`src/rtl/trap_pkg.sv`:
```
// Shared types for the trap-return controller and its return-PC stack.
package trap_pkg;

   localparam int PC_W  = 32;
   localparam int CNT_W = 4;

   typedef enum logic [1:0] {
      IDLE,
      FLUSH,
      REDIR,
      DRAIN
   } ret_state_e;

   typedef struct packed {
      logic [PC_W-1:0] pc;
      logic            pie;
   } trap_entry_t;

endpackage

```
`src/rtl/trap_stack.sv`:
```
// Synchronous LIFO of saved trap entries; top of stack is visible combinationally.
module trap_stack
   import trap_pkg::*;
#(
   parameter int DEPTH = 4
) (
   input  logic                   clk,
   input  logic                   rst,
   input  logic                   push,
   input  logic                   pop,
   input  trap_entry_t            din,
   output trap_entry_t            dout,
   output logic [$clog2(DEPTH):0] depth,
   output logic                   full,
   output logic                   empty
);

   localparam int AW = $clog2(DEPTH);

   trap_entry_t   mem [DEPTH];
   logic [AW-1:0] top_idx;

   assign full    = (depth == (AW+1)'(DEPTH));
   assign empty   = (depth == '0);
   assign top_idx = AW'(depth - 1'b1);
   assign dout    = mem[top_idx];

   // NOTE: storage is not reset; only the depth counter defines which entries are live.
   always_ff @(posedge clk) begin
      if (push && !full) begin
         mem[depth[AW-1:0]] <= din;
      end
   end

   // NOTE: reset is synchronous, so it is tested inside the clocked block, not in the sensitivity list.
   always_ff @(posedge clk) begin
      if (rst) begin
         depth <= '0;
      end else if (push) begin
         if (!full) begin
            depth <= depth + 1'b1;
         end
      end else if (pop && !empty) begin
         depth <= depth - 1'b1;
      end
   end

endmodule

```
`src/rtl/trap_return_ctrl.sv`:
```
// Trap-return sequencer: pops the saved PC on mret, flushes, redirects fetch,
// drains, then restores the saved interrupt enable.
module trap_return_ctrl
   import trap_pkg::*;
#(
   parameter int DEPTH        = 4,
   parameter int DRAIN_CYCLES = 2
) (
   input  logic                   i_clk,
   input  logic                   i_rst,
   input  logic                   i_trap_take,
   input  logic [PC_W-1:0]        i_trap_pc,
   input  logic                   i_mret,
   input  logic                   i_stall,
   input  logic                   i_redirect_ack,
   input  logic                   i_csr_ie_we,
   input  logic                   i_csr_ie_wdata,
   output logic                   o_intr_en,
   output logic                   o_flush_IF,
   output logic                   o_flush_ID,
   output logic                   o_flush_EX,
   output logic                   o_redirect,
   output logic [PC_W-1:0]        o_redirect_pc,
   output logic                   o_busy,
   output logic [$clog2(DEPTH):0] o_depth,
   output logic                   o_overflow,
   output logic                   o_underflow
);

   ret_state_e       state;
   logic [PC_W-1:0]  ret_pc;
   logic             ret_pie;
   logic [CNT_W-1:0] cnt;

   logic        mret_req;
   logic        pop;
   logic        full;
   logic        empty;
   trap_entry_t push_entry;
   trap_entry_t top_entry;

   assign mret_req   = i_mret && !i_stall;
   assign pop        = (state == IDLE) && mret_req && !i_trap_take && !empty;
   assign push_entry = '{pc: i_trap_pc, pie: o_intr_en};

   trap_stack #(
      .DEPTH (DEPTH)
   ) u_stack (
      .clk   (i_clk),
      .rst   (i_rst),
      .push  (i_trap_take),
      .pop   (pop),
      .din   (push_entry),
      .dout  (top_entry),
      .depth (o_depth),
      .full  (full),
      .empty (empty)
   );

   assign o_flush_IF    = (state == FLUSH);
   assign o_flush_ID    = (state == FLUSH);
   assign o_flush_EX    = (state == FLUSH);
   assign o_redirect    = (state == REDIR);
   assign o_busy        = (state != IDLE);
   assign o_redirect_pc = ret_pc;

   // NOTE: all sequential state uses non-blocking assignments so every register sees pre-edge values.
   always_ff @(posedge i_clk) begin
      if (i_rst) begin
         state       <= IDLE;
         ret_pc      <= '0;
         ret_pie     <= 1'b0;
         cnt         <= '0;
         o_intr_en   <= 1'b0;
         o_overflow  <= 1'b0;
         o_underflow <= 1'b0;
      end else if (i_trap_take) begin
         // A new trap abandons any return in flight; its mret re-executes later.
         o_intr_en <= 1'b0;
         if (full) begin
            o_overflow <= 1'b1;
         end
         state   <= IDLE;
         ret_pc  <= '0;
         ret_pie <= 1'b0;
         cnt     <= '0;
      end else begin
         case (state)
            IDLE: begin
               if (mret_req && !empty) begin
                  ret_pc  <= top_entry.pc;
                  ret_pie <= top_entry.pie;
                  state   <= FLUSH;
               end else begin
                  if (mret_req) begin
                     o_underflow <= 1'b1;
                  end
                  if (i_csr_ie_we) begin
                     o_intr_en <= i_csr_ie_wdata;
                  end
               end
            end
            FLUSH: state <= REDIR;
            REDIR: begin
               if (i_redirect_ack) begin
                  cnt   <= CNT_W'(DRAIN_CYCLES - 1);
                  state <= DRAIN;
               end
            end
            DRAIN: begin
               if (cnt == '0) begin
                  o_intr_en <= ret_pie;
                  state     <= IDLE;
               end else begin
                  cnt <= cnt - 1'b1;
               end
            end
            default: state <= IDLE;
         endcase
      end
   end

endmodule

```
`config.mk`:
```
export PLATFORM = sky130hd
export DESIGN_NAME = trap_return_ctrl
export DESIGN_NICKNAME = d
export VERILOG_FILES = /design/src/rtl/trap_pkg.sv /design/src/rtl/trap_stack.sv /design/src/rtl/trap_return_ctrl.sv
export SDC_FILE = /design/constraint.sdc
export NUM_CORES = 1
export LEC_CHECK = 0
export CORE_MARGIN = 2
export CORE_UTILIZATION = 50
export CTS_CLUSTER_DIAMETER = 60
export DETAILED_ROUTE_END_ITERATION = 16
export HOLD_SLACK_MARGIN = 0.03
export PLACE_DENSITY = 0.76
export REMOVE_ABC_BUFFERS = 1
export SETUP_SLACK_MARGIN = 0.15
export SLEW_MARGIN = 20
export SYNTH_ARGS = -nofsm -noshare
export SYNTH_HDL_FRONTEND = slang
export SYNTH_SLANG_ARGS = --single-unit
export TNS_END_PERCENT = 30
```
`constraint.sdc`:
```
create_clock -name i_clk -period 2.8 [get_ports i_clk]
set_input_delay 0.84 -clock i_clk [delete_from_list [all_inputs] [get_ports i_clk]]
set_output_delay 0.84 -clock i_clk [all_outputs]
set_load 0.005 [all_outputs]
```
**Yosys cells after proc, flatten, opt, wreduce, memory -nomap -nowiden**

Memory sizes are Yosys's and may differ from the RTL's. A register that Yosys moved wholly into a read port is not among the register bits.
Cells that the tools add are included.

- Flip-flop bits (word level): 12
- RAM bits: 132
- Output and inout bits: 43
- Memories: 1

- $add $sub $neg: 3
- Equal/unequal tests: 11
- Mux-type cells: 16
- Bitwise operators: 2
- Reduce and logical (&&, ||, !) cells: 26

Memories:

| memory | words | bits a word | rd ports | clocked after Yosys merged registers in | wr ports | line | RTL |
|---|---|---|---|---|---|---|---|
| u_stack.mem | 4 | 33 | 1 | 1 | 1 | trap_stack.sv:20 | `trap_entry_t mem [DEPTH];` |

Operators with widths:

| operator | number |
|---|---|
| inequality test 2 bit, second input constant | 6 |
| two-way mux 3 bit | 3 |
| two-way mux 4 bit | 2 |
| one-hot mux 2 bit (4 select lines) | 1 |
| one-hot mux 4 bit (2 select lines) | 1 |
| AND reduction 4 bit | 2 |
| nonzero test 2 bit | 4 |
| logical AND 1 bit | 7 |
| two-way mux 2 bit | 3 |
| AND reduction 2 bit | 3 |
| AND reduction 3 bit | 2 |
| two-way mux 1 bit | 5 |
| == test 2 bit, second input constant | 2 |
| logical NOT 1 bit | 4 |
| logical NOT 4 bit | 1 |
| subtractor 4 x 1 -> 4 bit, second input constant | 1 |
| adder 3 x 1 -> 3 bit, second input constant | 1 |
| == test 3 bit, second input constant | 1 |
| logical NOT 3 bit | 1 |
| subtractor 3 x 1 -> 3 bit, second input constant | 1 |
| == test 2 x 1 -> 1 bit, second input constant | 1 |
| logical NOT 2 bit | 1 |
| inequality test 2 x 1 -> 1 bit, second input constant | 1 |
| inverter 1 bit | 2 |
| 2 further kinds | 2 |

**Longest topological paths before layout**

Gate-level depths: netlist of run 1.

- Word-level depth: 8
- Gate-level depth with buffers: 11
- Mapped depth without buffers: 6

**Modules after synthesis**

A second synthesis of run 1 with hierarchy kept.

- Cells, all modules: 423
- Area total of the unflattened synthesis: 6,871.6 um^2

By module, submodules not included:

| module | instances | cells each | area an instance (um^2) | sequential area each (um^2) |
|---|---|---|---|---|
| trap_stack | 1 | 212 | 5,127.4 | 4,023.9 |
| trap_return_ctrl | 1 | 211 | 1,744.2 | 840.8 |

**Least setup slack after synthesis of run 1**

OpenSTA, ideal clock, no wires.

- Path kind: flip-flop to flip-flop
- From: register u_stack.depth[0]
- To: memory u_stack.mem[0][0] (netlist bit) (enable)
- Setup time: 424 ps
- Arrival time: 2,678 ps
- Data required time: 2,376 ps
- Setup slack: -301 ps
- Cell stages (with the launch flop): 8
- Buffers on the path: 3
- Clock period less this slack: 3,101 ps
- Cell sequence: dfxtp_1 > buf_2 > buf_2 > inv_1 > ha_1 > nand2b_4 > buf_6 > nor2_1

- Word-level cells in the longest chain between the ends: 5

RTL lines:

| what | line | RTL |
|---|---|---|
| start, declared | trap_stack.sv:13 | `output logic [$clog2(DEPTH):0] depth,` |
| start signal, assigned | trap_stack.sv:41 | `depth <= depth + 1'b1;` |
| start signal, assigned | trap_stack.sv:44 | `depth <= depth - 1'b1;` |
| == test 3 bit | trap_stack.sv:23 | `assign full = (depth == (AW+1)'(DEPTH));` |
| logical NOT 1 bit | trap_stack.sv:30 | `if (push && !full) begin` |
| logical AND 1 bit | trap_stack.sv:30 |  |
| two-way mux 1 bit | trap_stack.sv:30 |  |
| two-way mux 1 bit (not written as such) | trap_stack.sv:31 | `mem[depth[AW-1:0]] <= din;` |
| end, declared | trap_stack.sv:20 |  |

Parallel ways exist; a longest one is shown, timed or not.

**Final worst setup path of run 1**

- From: register state[0]
- To: output port o_busy

- Word-level cells in the longest chain between the ends: 1

RTL lines:

| what | line | RTL |
|---|---|---|
| start, declared | trap_return_ctrl.sv:30 | `ret_state_e state;` |
| start signal, assigned | trap_return_ctrl.sv:70 | `state <= IDLE;` |
| start signal, assigned | trap_return_ctrl.sv:83 | `state <= IDLE;` |
| start signal, assigned | trap_return_ctrl.sv:93 | `state <= FLUSH;` |
| nonzero test 2 bit | trap_return_ctrl.sv:64 | `assign o_busy = (state != IDLE);` |
| end, declared | trap_return_ctrl.sv:24 | `output logic o_busy,` |

No other way between the ends.

==> flow_summary_export.csv, run 1 <==
group,metric,value,unit
power,pwr-share-comb,0.135,
floorplan,dieHeight,120,µm
sta,min_period_over_period,0.907,
place,post-place-ws,0.323,ns
power,powerDensity,706,nW/µm²
global_route,grt_pass1_wl,20400,µm
worst_setup_path,crit_family,"buffers and inverters",
yosys,netlist_area,6720,µm²
layout,syn_to_final_growth,25.8,%
layout,nNetsFinal,562,
yosys,synth-seq-cells,177,
power,pwr-share-seq,0.510,
worst_setup_path,crit_path_max_incr_delay,0.50,ns
worst_setup_path,crit_fanout,6,
yosys,yosysUniqueCellTypes,40,
sta,setup_slack,0.260,ns
sta,rsz0062_at_grt,"false",
floorplan,io-pin-count,83,
min_path,min_path_cells,2,
global_route,grt_use_total,0.193,
power,p_sw,1.37,mW
detailed_routing,postRouteAntennaNets,0,
layout,regArea,4870,µm²
layout,multi_input_area,1720,µm²
cts,htree_levels,4,
sta,fmax,394,MHz
power,p_sw_frac,0.229,
global_route,antenna_found_initial,0,
cts,clk_latency,0.42,ns
worst_setup_path,critical_path.slowest_cell,"clkdlybuf4s50_1",
worst_setup_path,r2r-end,"o_redirect_pc[2]",
place,port_buffers,82,
job,drv_cap,0,
detailed_routing,routedWlPerCell,18.4,µm
yosys,async_flop_share,0,
min_path,hold_start,"o_redirect_pc[4]",
floorplan,start_util,0.509,
sta,finClkSkew,0.0101,ns
worst_setup_path,r2r_slack,0.74,ns
min_path,whs_endpoint,"o_redirect_pc[4]",
detailed_routing,dr.pass1.iters,4,
worst_setup_path,crit_required,1.96,ns
cts,cts-buffers-inserted,17,
worst_setup_path,startpoint,"state[0]",
yosys,synth_area_per_cell,16.2,µm²
yosys,seq_area_frac_synth,0.724,
worst_setup_path,r2r-start,"u_stack.depth[1]",
detailed_routing,first_iter_violations,256,
sta,setup_viol,0,
yosys,synth_edf_count,132,
worst_setup_path,worstSetupEndpointType,"output pin",
worst_setup_path,r2r_cells,6,
worst_setup_path,path_buf_inv,3,
cts,cts_tree,"built",
floorplan,die_w,120,µm
global_route,grt_pass1_vias,3905,
layout,layout-drive-gt1-share,0.172,
min_path,hp-class,"reg2reg",
yosys,synth_ff_type,"edfxtp_1",
cts,cts.sinks,177,
worst_setup_path,start_kind,"flop",
sta,tightest_slew,0.558,ns
layout,fillCellCount,931,
cts,cts_post_setup_buffers_inserted,0,
detailed_routing,totalWireLength,12900,µm
detailed_routing,avgViaCountPerCell,5.34,
worst_setup_path,crit_chain,"inv_1, ha_2, inv_1, clkdlybuf4s50_1",
layout,n_antenna_cell,0,
worst_setup_path,path_class,"reg2out",
sta,finalHoldViolations,0,
global_route,grt_max_degree,34,
place,dp_hpwl,8050,µm
worst_setup_path,crit_arrival,1.70,ns
sta,period_needed,2.54,ns
cts,cts-root-buf,"clkbuf_16",
power,p_leak,2.76,nW
outcome,status,"finished clean",
yosys,syn_inst,414,
sta,slew-limit-headroom,0.628,
floorplan,std_cell_rows,42,
worst_setup_path,crit_top_cell,"inv_1",
place,place_congestion,0.776,
power,power,5.96,mW
global_route,overflow,0,
power,ir_worst_vdd,0.000459,V
yosys,ys_warn_count,0,
power,internal_power,4.60,mW
power,clkPwrFrac,0.355,
sta,slew_violations,0,
cts,cts-hold-fix-buffers,0,
detailed_routing,drc_errors,0,
floorplan,core_area,13200,µm²
detailed_routing,vias,3733,
worst_setup_path,cp.depth,4,
floorplan,fp.dieArea,14400,µm²
cts,path_clk_slew,0.06,ns
cts,clockBufferDepth,2,
[kinds of logic after synthesis]
logic type,synth area share
buffers and inverters,0.0233
AO/OA/AOI/OAI,0.0436
multiplexers,0.117
AND/OR/NAND/NOR,0.0672
adder cells (fa/ha/maj),0.0224
XOR/XNOR,0.00261
flip-flops,0.724
[flip-flops by register name, indices dropped and copies added (netlist names)]
register / count
cnt: 4
o_intr_en: 1
o_overflow: 1
o_redirect_pc: 32
o_underflow: 1
ret_pie: 1
state: 2
u_stack.depth: 3
u_stack.mem: 132
[worst min-delay path: cells and delay by family (launching register included)]
kind | cells | cell delay, ns
DFF | 1 | 0.31
and+or+nand+nor | 1 | 0.05
AOI/OAI and AO/OA | 1 | 0.05
[Yosys cell counts, types with 2 or more instances]
cell type  number  area (µm²)
ha_1           12         150
a31oi_1         3        18.8
mux2i_1         4        40.0
buf_4           2        15.0
dfxtp_1        45         901
buf_1           2        7.51
buf_2           5        25.0
nor2_1          9        33.8
clkbuf_1       13        48.8
mux4_2         33         743
or3_1           3        18.8
inv_1          10        37.5
edfxtp_1      132        3960
or4_1           2        15.0
a21oi_1        35         175
nor2b_1         4        25.0
and2_1          3        18.8
a21boi_0        2        15.0
buf_6           2        22.5
nand2_1        73         274
[worst max-delay path by stage]
stage          slack [ns]           endpoint
6_report             0.26             o_busy
5_1_grt              0.16             o_busy
4_1_cts              0.18             o_busy
3_5_place_dp         0.32             cnt[2]
3_3_place_gp         0.36             cnt[2]
2_1_floorplan       -1.19  u_stack.mem[2][0]
[placed cells by master, fill, tap and decap left out, types with 4 or more instances in the layout]
cell type | netlist | final
a21oi_1 | 35 | 35
buf_12 | 0 | 9
buf_4 | 2 | 10
clkbuf_16 | 0 | 17
clkdlybuf4s50_1 | 0 | 82
clkinv_1 | 0 | 6
clkinvlp_4 | 0 | 4
dfxtp_1 | 45 | 42
edfxtp_1 | 132 | 132
ha_1 | 12 | 10
inv_1 | 10 | 10
mux2i_1 | 4 | 4
mux4_2 | 33 | 33
nand2_1 | 73 | 73
nor2_1 | 9 | 8
nor2b_1 | 4 | 4
[per-stage QoR]
step / util / instances / hold WS (ns) / instance area, µm² / TNS (ns)
global placement: 0.600 / 667 / 0.445 / 7910 / 0
global route: 0.640 / 699 / 0.475 / 8450 / 0
CTS: 0.640 / 699 / 0.459 / 8450 / 0
finish: 0.640 / 699 / 0.456 / 8450 / 0
floorplan: - / 390 / 0.436 / 6600 / -168.46
detailed placement: 0.600 / 667 / 0.449 / 7910 / 0
[layout make-up]
type / count / area share
flip-flops and latches: 177 / 0.576
multi-input cells: 203 / 0.203
repair buffers: 101 / 0.127
clock buffers: 19 / 0.0512
well taps: 176 / 0.0261
clock inverters: 13 / 0.0114
inverters: 10 / 0.00444
[layer usage]
metal | GRT usage | routed length (µm) | vias up
li1 | - | - | 1742
met1 | 0.252 | 5490 | 1854
met2 | 0.315 | 6450 | 129
met3 | 0.0594 | 796 | 8
met4 | 0.0559 | 114 | 0
met5 | 0 | 0 | -
[power groups by stage]
stage	sequential, mW	combinational [mW]	clock (mW)
floorplan	3.12	0.426	0
global placement	3.08	0.798	0
detailed placement	3.10	0.810	0
CTS	3.04	0.816	2.15
global route	3.05	0.871	2.25
finish	3.04	0.803	2.12
[what timing repair did]
action | 4_1_cts | 5_1_grt
endpoints found under the setup margin | 1 | 1
gates resized for setup | 1 | 2
gates cloned | 0 | 0
pin swaps | 0 | 0
No activity file was read; power rests on OpenSTA's default activity.
==> run 2, diff against run 1 <==
--- a/config.mk
+++ b/config.mk
@@ -10,7 +10,7 @@
 export CTS_CLUSTER_DIAMETER = 60
 export DETAILED_ROUTE_END_ITERATION = 16
 export HOLD_SLACK_MARGIN = 0.03
-export PLACE_DENSITY = 0.76
+export PLACE_DENSITY = 0.83
 export REMOVE_ABC_BUFFERS = 1
 export SETUP_SLACK_MARGIN = 0.15
 export SLEW_MARGIN = 20
==> run 2 against run 1 <==
Combinational power is 1% lower. Count of clock-buffer cells in the layout decreased by 1. Sequential share of layout area decreased by 0.36 points. Non-clock buffer count decreased by 2. Global-route usage up 0.41 points. First-iteration DRC count is 16% higher. Die area stayed put. Worst setup slack lost 0.015 ns. Final cell count fell by 0.29%. Worst hold slack better by 0.0012 ns. Critical path type unchanged. Largest power group unchanged. Highest routed layer unchanged.
==> flow_summary_export.csv, run 2 (synthesized netlist as in run 1, its figures left out) <==
group,metric,value,unit
detailed_routing,dr.pass1.iters,5,
floorplan,fp.dieArea,14400,µm²
cts,cts_resized,1,
global_route,grt_pass1_vias,3988,
job,drv_cap,0,
sta,slew-limit-headroom,0.625,
floorplan,core_area,13200,µm²
worst_setup_path,crit_arrival,1.71,ns
worst_setup_path,r2r_slack,0.62,ns
cts,clockBufferDepth,2,
cts,cts-buffers-inserted,17,
min_path,hp-class,"reg2reg",
min_path,hold_start,"o_redirect_pc[1]",
detailed_routing,postRouteAntennaNets,0,
worst_setup_path,startpoint,"state[1]",
sta,setup_slack,0.246,ns
detailed_routing,first_iter_violations,298,
floorplan,io-pin-count,83,
detailed_routing,totalWireLength,13300,µm
sta,min_period_over_period,0.912,
place,port_buffers,82,
floorplan,std_cell_rows,42,
worst_setup_path,r2r-end,"ret_pie",
sta,setup_viol,0,
detailed_routing,vias,3854,
global_route,met1_usage,0.254,
cts,cts-root-buf,"clkbuf_16",
layout,final_common_cell,"edfxtp_1",
place,post-place-ws,0.180,ns
floorplan,start_util,0.509,
layout,n_antenna_cell,0,
cts,clk_latency,0.43,ns
cts,path_clk_slew,0.06,ns
detailed_routing,avgViaCountPerCell,5.53,
sta,setup_tns,0,ns
power,powerDensity,746,nW/µm²
sta,tightest_slew,0.563,ns
global_route,grt_util_met3,0.0580,
outcome,status,"finished clean",
global_route,overflow,0,
worst_setup_path,crit_fanout,6,
global_route,antenna_found_initial,0,
power,ir_worst_vdd,0.000487,V
worst_setup_path,crit_required,1.96,ns
detailed_routing,drc_errors,0,
place,dp_hpwl,8370,µm
cts,cts_post_setup_buffers_inserted,0,
layout,nNetsFinal,560,
power,power,6.34,mW
power,p_leak,2.80,nW
worst_setup_path,endpoint,"o_busy",
cts,cts_tree,"built",
layout,largest_reg_flops,132,
worst_setup_path,start_kind,"flop",
cts,cts.sinks,177,
floorplan,die_w,120,µm
sta,fmax,391,MHz
sta,finalHoldViolations,0,
global_route,grt_pass1_wl,20900,µm
worst_setup_path,r2r_cells,6,
detailed_routing,routedWlPerCell,19.1,µm
global_route,grt_busiest_layer,"met2",
worst_setup_path,worstSetupEndpointType,"output pin",
layout,layout_common_cells,"132 x edfxtp_1, 82 x clkdlybuf4s50_1, 73 x nand2_1",
global_route,grt_max_degree,30,
layout,fillCellCount,896,
global_route,met2_usage,0.316,
floorplan,dieHeight,120,µm
layout,layout-drive-gt1-share,0.180,
place,place_congestion,0.835,
cts,cts-hold-fix-buffers,0,
cts,htree_levels,4,
worst_setup_path,path_class,"reg2out",
sta,finClkSkew,0.00776,ns
sta,period_needed,2.55,ns
sta,rsz0062_at_grt,"false",
sta,slew_violations,0,
worst_setup_path,r2r-start,"u_stack.depth[0]",
global_route,grt_use_total,0.197,
layout,syn_to_final_growth,26.5,%
run 2: cell count changes in the layout (fill, tap and decap cells not counted):
cell	before	now
clkinv_2	1	0
buf_4	10	11
buf_12	9	6
inv_6	0	4
dfxtp_1	42	43
bufinv_16	1	4
clkinv_1	6	0
dfxtp_2	3	2
clkinv_4	1	4
clkbuf_1	2	1
clkinvlp_4	4	2
run 2: final cells by class:
class	instances	area [µm²]	area share
Tap cell	176	220	0.0259
Clock inverter	14	205	0.0241
Sequential cell	177	4870	0.573
Clock buffer	18	429	0.0505
Timing Repair Buffer	99	1020	0.120
Inverter	10	37.5	0.00442
Multi-Input combinational cell	203	1720	0.202
run 2: worst min-delay path by stage:
| stage | endpoint | slack, ns | depth (start not counted) |
|---|---|---|---|
| CTS | o_redirect_pc[27] | 0.46 | 2 |
| detailed placement | o_redirect_pc[16] | 0.45 | 2 |
| global route | o_redirect_pc[27] | 0.47 | 2 |
| global placement | o_redirect_pc[16] | 0.44 | 2 |
| floorplan | ret_pie | 0.44 | 2 |
| finish | o_redirect_pc[1] | 0.46 | 2 |
run 2: layer usage:
metal  vias up  part of all wire
li1       1741                 -
met1      1947              0.42
met2       142              0.51
met3        24             0.059
met4         0             0.018
met5         -                 0
run 2: through the flow:
stage                     hold WS (ns)  cells  area [µm²]   util
after floorplan                  0.436    390        6600      -
after global placement           0.443    665        7860  0.596
after detailed placement         0.449    665        7860  0.596
after CTS                        0.459    697        8500  0.644
after global routing             0.472    697        8500  0.644
final                            0.457    697        8500  0.644
run 2: power by group:
part / internal (mW) / total [mW] / switching, mW
registers: 2.99 / 3.05 / 0.0580
logic: 0.391 / 0.791 / 0.400
clock network: 1.51 / 2.49 / 0.986
run 2: critical path: stages, from the launching register on:
cell and delay [ns]:
dfxtp_1 0.37, inv_1 0.09, ha_2 0.22, inv_1 0.10, clkdlybuf4s50_1 0.50
